**src/rtl/fetch_stage_if.sv**
```systemverilog
// ----------------------------------------------------------------------------
// fetch_stage_if
// Instruction-memory handshake between the fetch stage (master) and the
// instruction memory (slave). Single outstanding request.
//   ImemReq    master -> slave  request valid
//   ImemAddr   master -> slave  request address (word aligned in practice)
//   ImemReady  slave  -> master request accepted when high with ImemReq
//   ImemRValid slave  -> master response valid, >= 1 cycle after acceptance
//   ImemRData  slave  -> master response instruction word
// ----------------------------------------------------------------------------
interface fetch_stage_if;
    logic        ImemReq;
    logic [31:0] ImemAddr;
    logic        ImemReady;
    logic        ImemRValid;
    logic [31:0] ImemRData;

    modport master (
        output ImemReq, ImemAddr,
        input  ImemReady, ImemRValid, ImemRData
    );

    modport slave (
        input  ImemReq, ImemAddr,
        output ImemReady, ImemRValid, ImemRData
    );
endinterface

```
**src/rtl/fetch_stage.sv**
```systemverilog
// ----------------------------------------------------------------------------
// fetch_stage
// RV32I instruction-fetch stage plus the IF/ID pipeline register. Owns the
// PC, issues one request at a time on the imem handshake, parks a response
// in a one-entry hold buffer while decode is stalled, and throws away the
// in-flight response after a redirect (KILL state).
// Ports:
//   clk, reset          clock, synchronous active-high reset
//   StallF, StallD      hazard-unit stalls for fetch / decode
//   FlushD              turn IF/ID into a bubble
//   PCSrcE, PCTargetE   taken branch/jump redirect from EX
//   imem                instruction-memory handshake (master side)
//   PCF                 current fetch PC (also drives imem.ImemAddr)
//   InstrD, PCD,
//   PCPlus4D, ValidD    IF/ID register contents presented to decode
// ----------------------------------------------------------------------------
module fetch_stage #(
    parameter logic [31:0] RESET_PC  = 32'h0000_0000,
    parameter logic [31:0] NOP_INSTR = 32'h0000_0013
) (
    input  logic                 clk,
    input  logic                 reset,
    input  logic                 StallF,
    input  logic                 StallD,
    input  logic                 FlushD,
    input  logic                 PCSrcE,
    input  logic [31:0]          PCTargetE,
    fetch_stage_if.master        imem,
    output logic [31:0]          PCF,
    output logic [31:0]          InstrD,
    output logic [31:0]          PCD,
    output logic [31:0]          PCPlus4D,
    output logic                 ValidD
);

    typedef enum logic [1:0] {
        S_ISSUE = 2'd0,
        S_WAIT  = 2'd1,
        S_FULL  = 2'd2,
        S_KILL  = 2'd3
    } state_t;

    state_t      r_state;
    state_t      w_state_nxt;
    logic [31:0] r_pc;
    logic [31:0] r_hold;
    logic [31:0] r_instr_d;
    logic [31:0] r_pc_d;
    logic [31:0] r_pc4_d;
    logic        r_valid_d;

    logic        w_req;
    logic        w_deliver;   // a word goes into IF/ID this cycle
    logic        w_capture;   // response parked in the hold buffer
    logic [31:0] w_word;
    logic [31:0] w_pc_plus4;

    // A redirect in ISSUE suppresses the request so the old PC never leaves.
    assign w_req      = (r_state == S_ISSUE) & ~StallF & ~PCSrcE & ~reset;
    assign w_pc_plus4 = r_pc + 32'd4;

    assign imem.ImemReq  = w_req;
    assign imem.ImemAddr = r_pc;

    always_ff @(posedge clk) begin
        if (reset) r_state <= S_ISSUE;
        else       r_state <= w_state_nxt;
    end

    always_comb begin
        w_state_nxt = r_state;
        w_deliver   = 1'b0;
        w_capture   = 1'b0;
        w_word      = r_hold;
        case (r_state)
            S_ISSUE: begin
                if (w_req && imem.ImemReady) w_state_nxt = S_WAIT;
            end
            S_WAIT: begin
                w_word = imem.ImemRData;
                if (PCSrcE) begin
                    // Response already here: drop it. Otherwise wait it out.
                    w_state_nxt = imem.ImemRValid ? S_ISSUE : S_KILL;
                end else if (imem.ImemRValid) begin
                    if (StallD) begin
                        w_capture   = 1'b1;
                        w_state_nxt = S_FULL;
                    end else begin
                        w_deliver   = 1'b1;
                        w_state_nxt = S_ISSUE;
                    end
                end
            end
            S_FULL: begin
                if (PCSrcE) begin
                    w_state_nxt = S_ISSUE;
                end else if (!StallD) begin
                    w_deliver   = 1'b1;
                    w_state_nxt = S_ISSUE;
                end
            end
            S_KILL: begin
                if (imem.ImemRValid) w_state_nxt = S_ISSUE;
            end
            default: w_state_nxt = S_ISSUE;
        endcase
    end

    // PC advances only when its word reaches IF/ID; redirect wins.
    always_ff @(posedge clk) begin
        if (reset)          r_pc <= RESET_PC;
        else if (PCSrcE)    r_pc <= PCTargetE;
        else if (w_deliver) r_pc <= w_pc_plus4;
    end

    always_ff @(posedge clk) begin
        if (reset)          r_hold <= 32'd0;
        else if (w_capture) r_hold <= imem.ImemRData;
    end

    // IF/ID: reset > flush > stall(hold) > deliver > bubble.
    // A bubble keeps PCD/PCPlus4D so only InstrD/ValidD change.
    always_ff @(posedge clk) begin
        if (reset) begin
            r_instr_d <= NOP_INSTR;
            r_pc_d    <= 32'd0;
            r_pc4_d   <= 32'd0;
            r_valid_d <= 1'b0;
        end else if (FlushD) begin
            r_instr_d <= NOP_INSTR;
            r_valid_d <= 1'b0;
        end else if (!StallD) begin
            if (w_deliver) begin
                r_instr_d <= w_word;
                r_pc_d    <= r_pc;
                r_pc4_d   <= w_pc_plus4;
                r_valid_d <= 1'b1;
            end else begin
                r_instr_d <= NOP_INSTR;
                r_valid_d <= 1'b0;
            end
        end
    end

    assign PCF      = r_pc;
    assign InstrD   = r_instr_d;
    assign PCD      = r_pc_d;
    assign PCPlus4D = r_pc4_d;
    assign ValidD   = r_valid_d;

endmodule

```
**src/flat_wrapper.sv**
```systemverilog
// flat-port wrapper written by rule: the top's interface ports become plain ports
module fetch_stage_flat 
#(
    parameter logic [31:0] RESET_PC  = 32'h0000_0000,
    parameter logic [31:0] NOP_INSTR = 32'h0000_0013
)
  (clk, reset, StallF, StallD, FlushD, PCSrcE, PCTargetE, PCF, InstrD, PCD, PCPlus4D, ValidD, imem_ImemReq, imem_ImemAddr, imem_ImemReady, imem_ImemRValid, imem_ImemRData);
  fetch_stage_if imem_i ();
  input  logic clk;
  input  logic reset;
  input  logic StallF;
  input  logic StallD;
  input  logic FlushD;
  input  logic PCSrcE;
  input  logic [31:0] PCTargetE;
  output logic [31:0] PCF;
  output logic [31:0] InstrD;
  output logic [31:0] PCD;
  output logic [31:0] PCPlus4D;
  output logic ValidD;
  output wire logic [$bits(imem_i.ImemReq)-1:0] imem_ImemReq;
  output wire logic [$bits(imem_i.ImemAddr)-1:0] imem_ImemAddr;
  input wire logic [$bits(imem_i.ImemReady)-1:0] imem_ImemReady;
  input wire logic [$bits(imem_i.ImemRValid)-1:0] imem_ImemRValid;
  input wire logic [$bits(imem_i.ImemRData)-1:0] imem_ImemRData;
  assign imem_ImemReq = imem_i.ImemReq;
  assign imem_ImemAddr = imem_i.ImemAddr;
  assign imem_i.ImemReady = imem_ImemReady;
  assign imem_i.ImemRValid = imem_ImemRValid;
  assign imem_i.ImemRData = imem_ImemRData;
  fetch_stage #(.RESET_PC(RESET_PC), .NOP_INSTR(NOP_INSTR)) u_core (.clk(clk), .reset(reset), .StallF(StallF), .StallD(StallD), .FlushD(FlushD), .PCSrcE(PCSrcE), .PCTargetE(PCTargetE), .imem(imem_i), .PCF(PCF), .InstrD(InstrD), .PCD(PCD), .PCPlus4D(PCPlus4D), .ValidD(ValidD));
endmodule
```
**config.mk**
```make
export PLATFORM = sky130hd
export DESIGN_NAME = fetch_stage_flat
export DESIGN_NICKNAME = d
export VERILOG_FILES = /design/src/rtl/fetch_stage_if.sv /design/src/rtl/fetch_stage.sv /design/src/flat_wrapper.sv
export SDC_FILE = /design/constraint.sdc
export NUM_CORES = 1
export LEC_CHECK = 0
export BUFFER_PORTS_ARGS = -buffer_cell sky130_fd_sc_hd__buf_2
export CORE_UTILIZATION = 40
export DETAILED_ROUTE_END_ITERATION = 7
export PLACE_DENSITY = 0.65
export SETUP_SLACK_MARGIN = 0.1
export SLEW_MARGIN = 30
export SYNTH_ARGS = -nofsm -noshare
export SYNTH_HDL_FRONTEND = slang
export SYNTH_SLANG_ARGS = --single-unit
```
**constraint.sdc**
```tcl
create_clock -name clk -period 2.6 [get_ports clk]
set_input_delay 0.39 -clock clk [delete_from_list [all_inputs] [get_ports clk]]
set_output_delay 0.39 -clock clk [all_outputs]
set_load 0.02 [all_outputs]
```
==> parameters.txt <==
Parameter                              Value

Outcome
  Result of the run    finished, final reports clean

Clocking
  Clock transition at the registers of the reported paths    0.07 ns
  Buffer levels on the longest clock path    2
  CTS tree    yes
  # clock sinks    161
  Cells resized by post-CTS repair    0
  Total number of H-tree levels    4
  Clock root buffer master    clkbuf_16
  Hold buffers post-CTS    0
  Clock latency at the later pin of the worst-skew pair    0.43 ns
  Cts bufs inserted    17
  Post-CTS setup buffer count    0

Pwr
  PwrDens    640 nW/µm²
  Worst VDD drop    0.526 mV
  Standby leakage power    3.65 nW

Drt
  Post-detailed-route wirelength per cell    16.1 µm
  Drt first-iter violations    351
  Remaining design rule violation count    0
  Number of vias per cell    5.16
  Vias after detailed routing    6664
  Number of detailed-routing iterations run before antenna repair    5
  Final ANT Viol Nets    0
  Final Routed Wirelength    20800 µm

Worst setup path
  End point of the critical path    u_core.PCF[21]
  Register-to-register setup slack    0.34 ns
  Type of the worst setup path    flip-flop to flip-flop
  Arr. time, crit path    2.62 ns
  Worst R2R Start    u_core.PCF[8]
  Maximum fanout count along the critical path    11
  Cell count of the worst reg-to-reg path    5
  Nature of the critical path endpoint    flip-flop
  Required time reported for the critical path endpoint    2.96 ns
  Reg-to-Reg End    u_core.PCF[21]
  Start point of the critical path    u_core.PCF[8]
  Worst Setup Start Kind    flip-flop

Timing
  Max Freq    443 MHz
  Unrepaired setup endpoints after global routing    no
  Final critical delay including setup and external delays    2.26 ns
  Worst Hold Margin    0.188 ns
  Count of pins over their slew limit    0
  Worst-Margin Slew    0.666 ns
  Worst Clk Skew    0.0107 ns
  Final Hold Fails    0
  Setup Total Neg Slack    0 ns
  Share of the clock period used by the worst path after layout    86.8%
  Count of final setup violators    0
  Max-Slew Margin vs Limit    55.2%

Finish
  Most common cell after layout, fill and taps aside    buf_2
  Final-stage net count    1131
  Area growth from synthesis to final layout    23.2%
  Top library cells by usage in the layout, fill and taps aside    buf_2, dfxtp_1, nand2_1
  Non-filler cells, final    1292
  Fraction of final layout cells with drive strength greater than 1    27.9%

Yosys
  Async SR Flop Fraction    0%
  Ys Warns    0
  Synthesized instance count    890
  Distinct cell type count after synthesis    50
  Post-synth design cell area    7200 µm²
  Nets in the synthesized netlist    968
  Flip-flop and latch count after synthesis    161
  Average footprint of a synthesized cell    8.09 µm²
  Top flip-flop cell by instance count after synthesis    dfxtp_1
  Number of enable flip-flop cells after synthesis    0
  Register area share after synthesis    44.8%

Floorplan
  Area of the core region    17400 µm²
  Die outline width    136 µm
  Boundary Pins    234
  Vert. Die Dim    136 µm
  Effective utilization at floorplan    41.3%
  # rows    48
  Floorplan die area    18500 µm²

Placed design
  Final estimated routing congestion in global placement    0.828
  Port-buffer cells    233
  Half-perimeter wire length of the detailed placement result    14200 µm
  Placed Cells incl. Taps    1259

Global routing
  Number of global-route vias before repair    6114
  Overall global routing resource usage    22.6%
  Global-route wire length before repair    32300 µm
  Global-route congestion overflow total    0
  Initial antenna violation count    2
  Pin count of the biggest net entering global routing    72

Job
  Number of maximum-capacitance violations    0

Min path
  Path type of the worst min-delay path    primary input to flip-flop
[power by group]
group,leakage [nW],internal (W),switching [W]
Clock,0.284,0.00145,0.00108
Combinational,2.06,0.000223,0.000342
Sequential,1.30,0.00251,0.0000699
[stage by stage]
| step | utilization (%) | power, W | instance area (µm²) | setup WS [ns] |
|---|---|---|---|---|
| floorplan | - | 0.00303 | 7200 | 0.275 |
| global placement | 47.5 | 0.00320 | 8270 | 0.410 |
| detailed placement | 47.5 | 0.00320 | 8270 | 0.392 |
| CTS | 50.9 | 0.00573 | 8860 | 0.386 |
| global route | 50.9 | 0.00588 | 8860 | 0.169 |
| finish | 50.9 | 0.00567 | 8860 | 0.344 |
[routing by layer]
layer	vias up	GRT usage, %	wire (µm)
met3	25	6.30	1250
li1	3348	-	-
met5	-	0	0
met2	193	36.3	9840
met1	3098	28.8	9230
met4	0	8.46	435
[sequential cells by signal, indices dropped and copies added (netlist names)]
signal,flops
u_core.PCD,30
u_core.PCPlus4D,32
u_core.ValidD,1
u_core.PCF,32
u_core.r_hold,32
u_core.InstrD,32
u_core.r_state,2
[cells in the mapped netlist (all sizes together), types with 2 or more instances]
cell type / n / area share (%)
a222oi: 8 / 1.1
dfxtp: 161 / 45
and4: 2 / 0.24
a21o: 2 / 0.21
inv: 8 / 0.42
and3: 7 / 0.61
nand2b: 2 / 0.17
nand2: 160 / 8.3
nor2b: 4 / 0.35
a211oi: 36 / 3.8
o22ai: 7 / 0.61
buf: 48 / 4.6
and2: 5 / 0.43
nor3: 8 / 0.63
a21oi: 106 / 7.4
xor2: 20 / 2.4
xnor2: 8 / 0.97
a31oi: 15 / 1.3
nand4: 11 / 1.2
o21ai: 18 / 1.3
or3: 8 / 0.70
clkbuf: 59 / 3.1
nor4: 3 / 0.68
mux2i: 32 / 4.5
o31a: 2 / 0.24
a22oi: 2 / 0.21
ha: 6 / 1.0
mux2: 3 / 0.47
nand3: 10 / 0.70
nor2: 116 / 6.1
[kinds of logic after synthesis]
family / count (synthesis) / synth area share, %
adders and majority gates: 6 / 1.04
and+or+nand+nor: 340 / 20.5
muxes: 35 / 4.92
AOI/OAI and AO/OA: 205 / 17.1
xor gates and xnor gates: 28 / 3.41
buffers and inverters: 115 / 8.21
DFF: 161 / 44.8
[critical path, cell delays in order, from the launching register on]
cell	delay [ns]
dfxtp_1	0.57
nand4_4	0.26
nor4_4	0.70
nand2_1	0.17
or3_1	0.33
a31oi_1	0.16
[how the worst min path moves through the flow]
stage                  startpoint                end  cells past startpoint
6_report             PCTargetE[1]      u_core.PCF[1]                      3
5_1_grt        imem_ImemRData[22]  u_core.r_hold[22]                      3
4_1_cts              PCTargetE[1]      u_core.PCF[1]                      3
3_5_place_dp        u_core.PCD[3]      u_core.PCD[3]                      2
3_3_place_gp        u_core.PCD[8]      u_core.PCD[8]                      2
2_1_floorplan    u_core.r_hold[0]   u_core.r_hold[0]                      2
[layout make-up]
| type | count | area (µm²) |
|---|---|---|
| diodes | 1 | 2.50 |
| clock buffers | 18 | 439 |
| clock inverters | 14 | 154 |
| fillers | 1699 | 8550 |
| inverters | 8 | 30.0 |
| multi-input cells | 614 | 3410 |
| flip-flops and latches | 161 | 3220 |
| well taps | 225 | 282 |
| repair buffers | 251 | 1330 |
(Power assumes the default switching activity.)
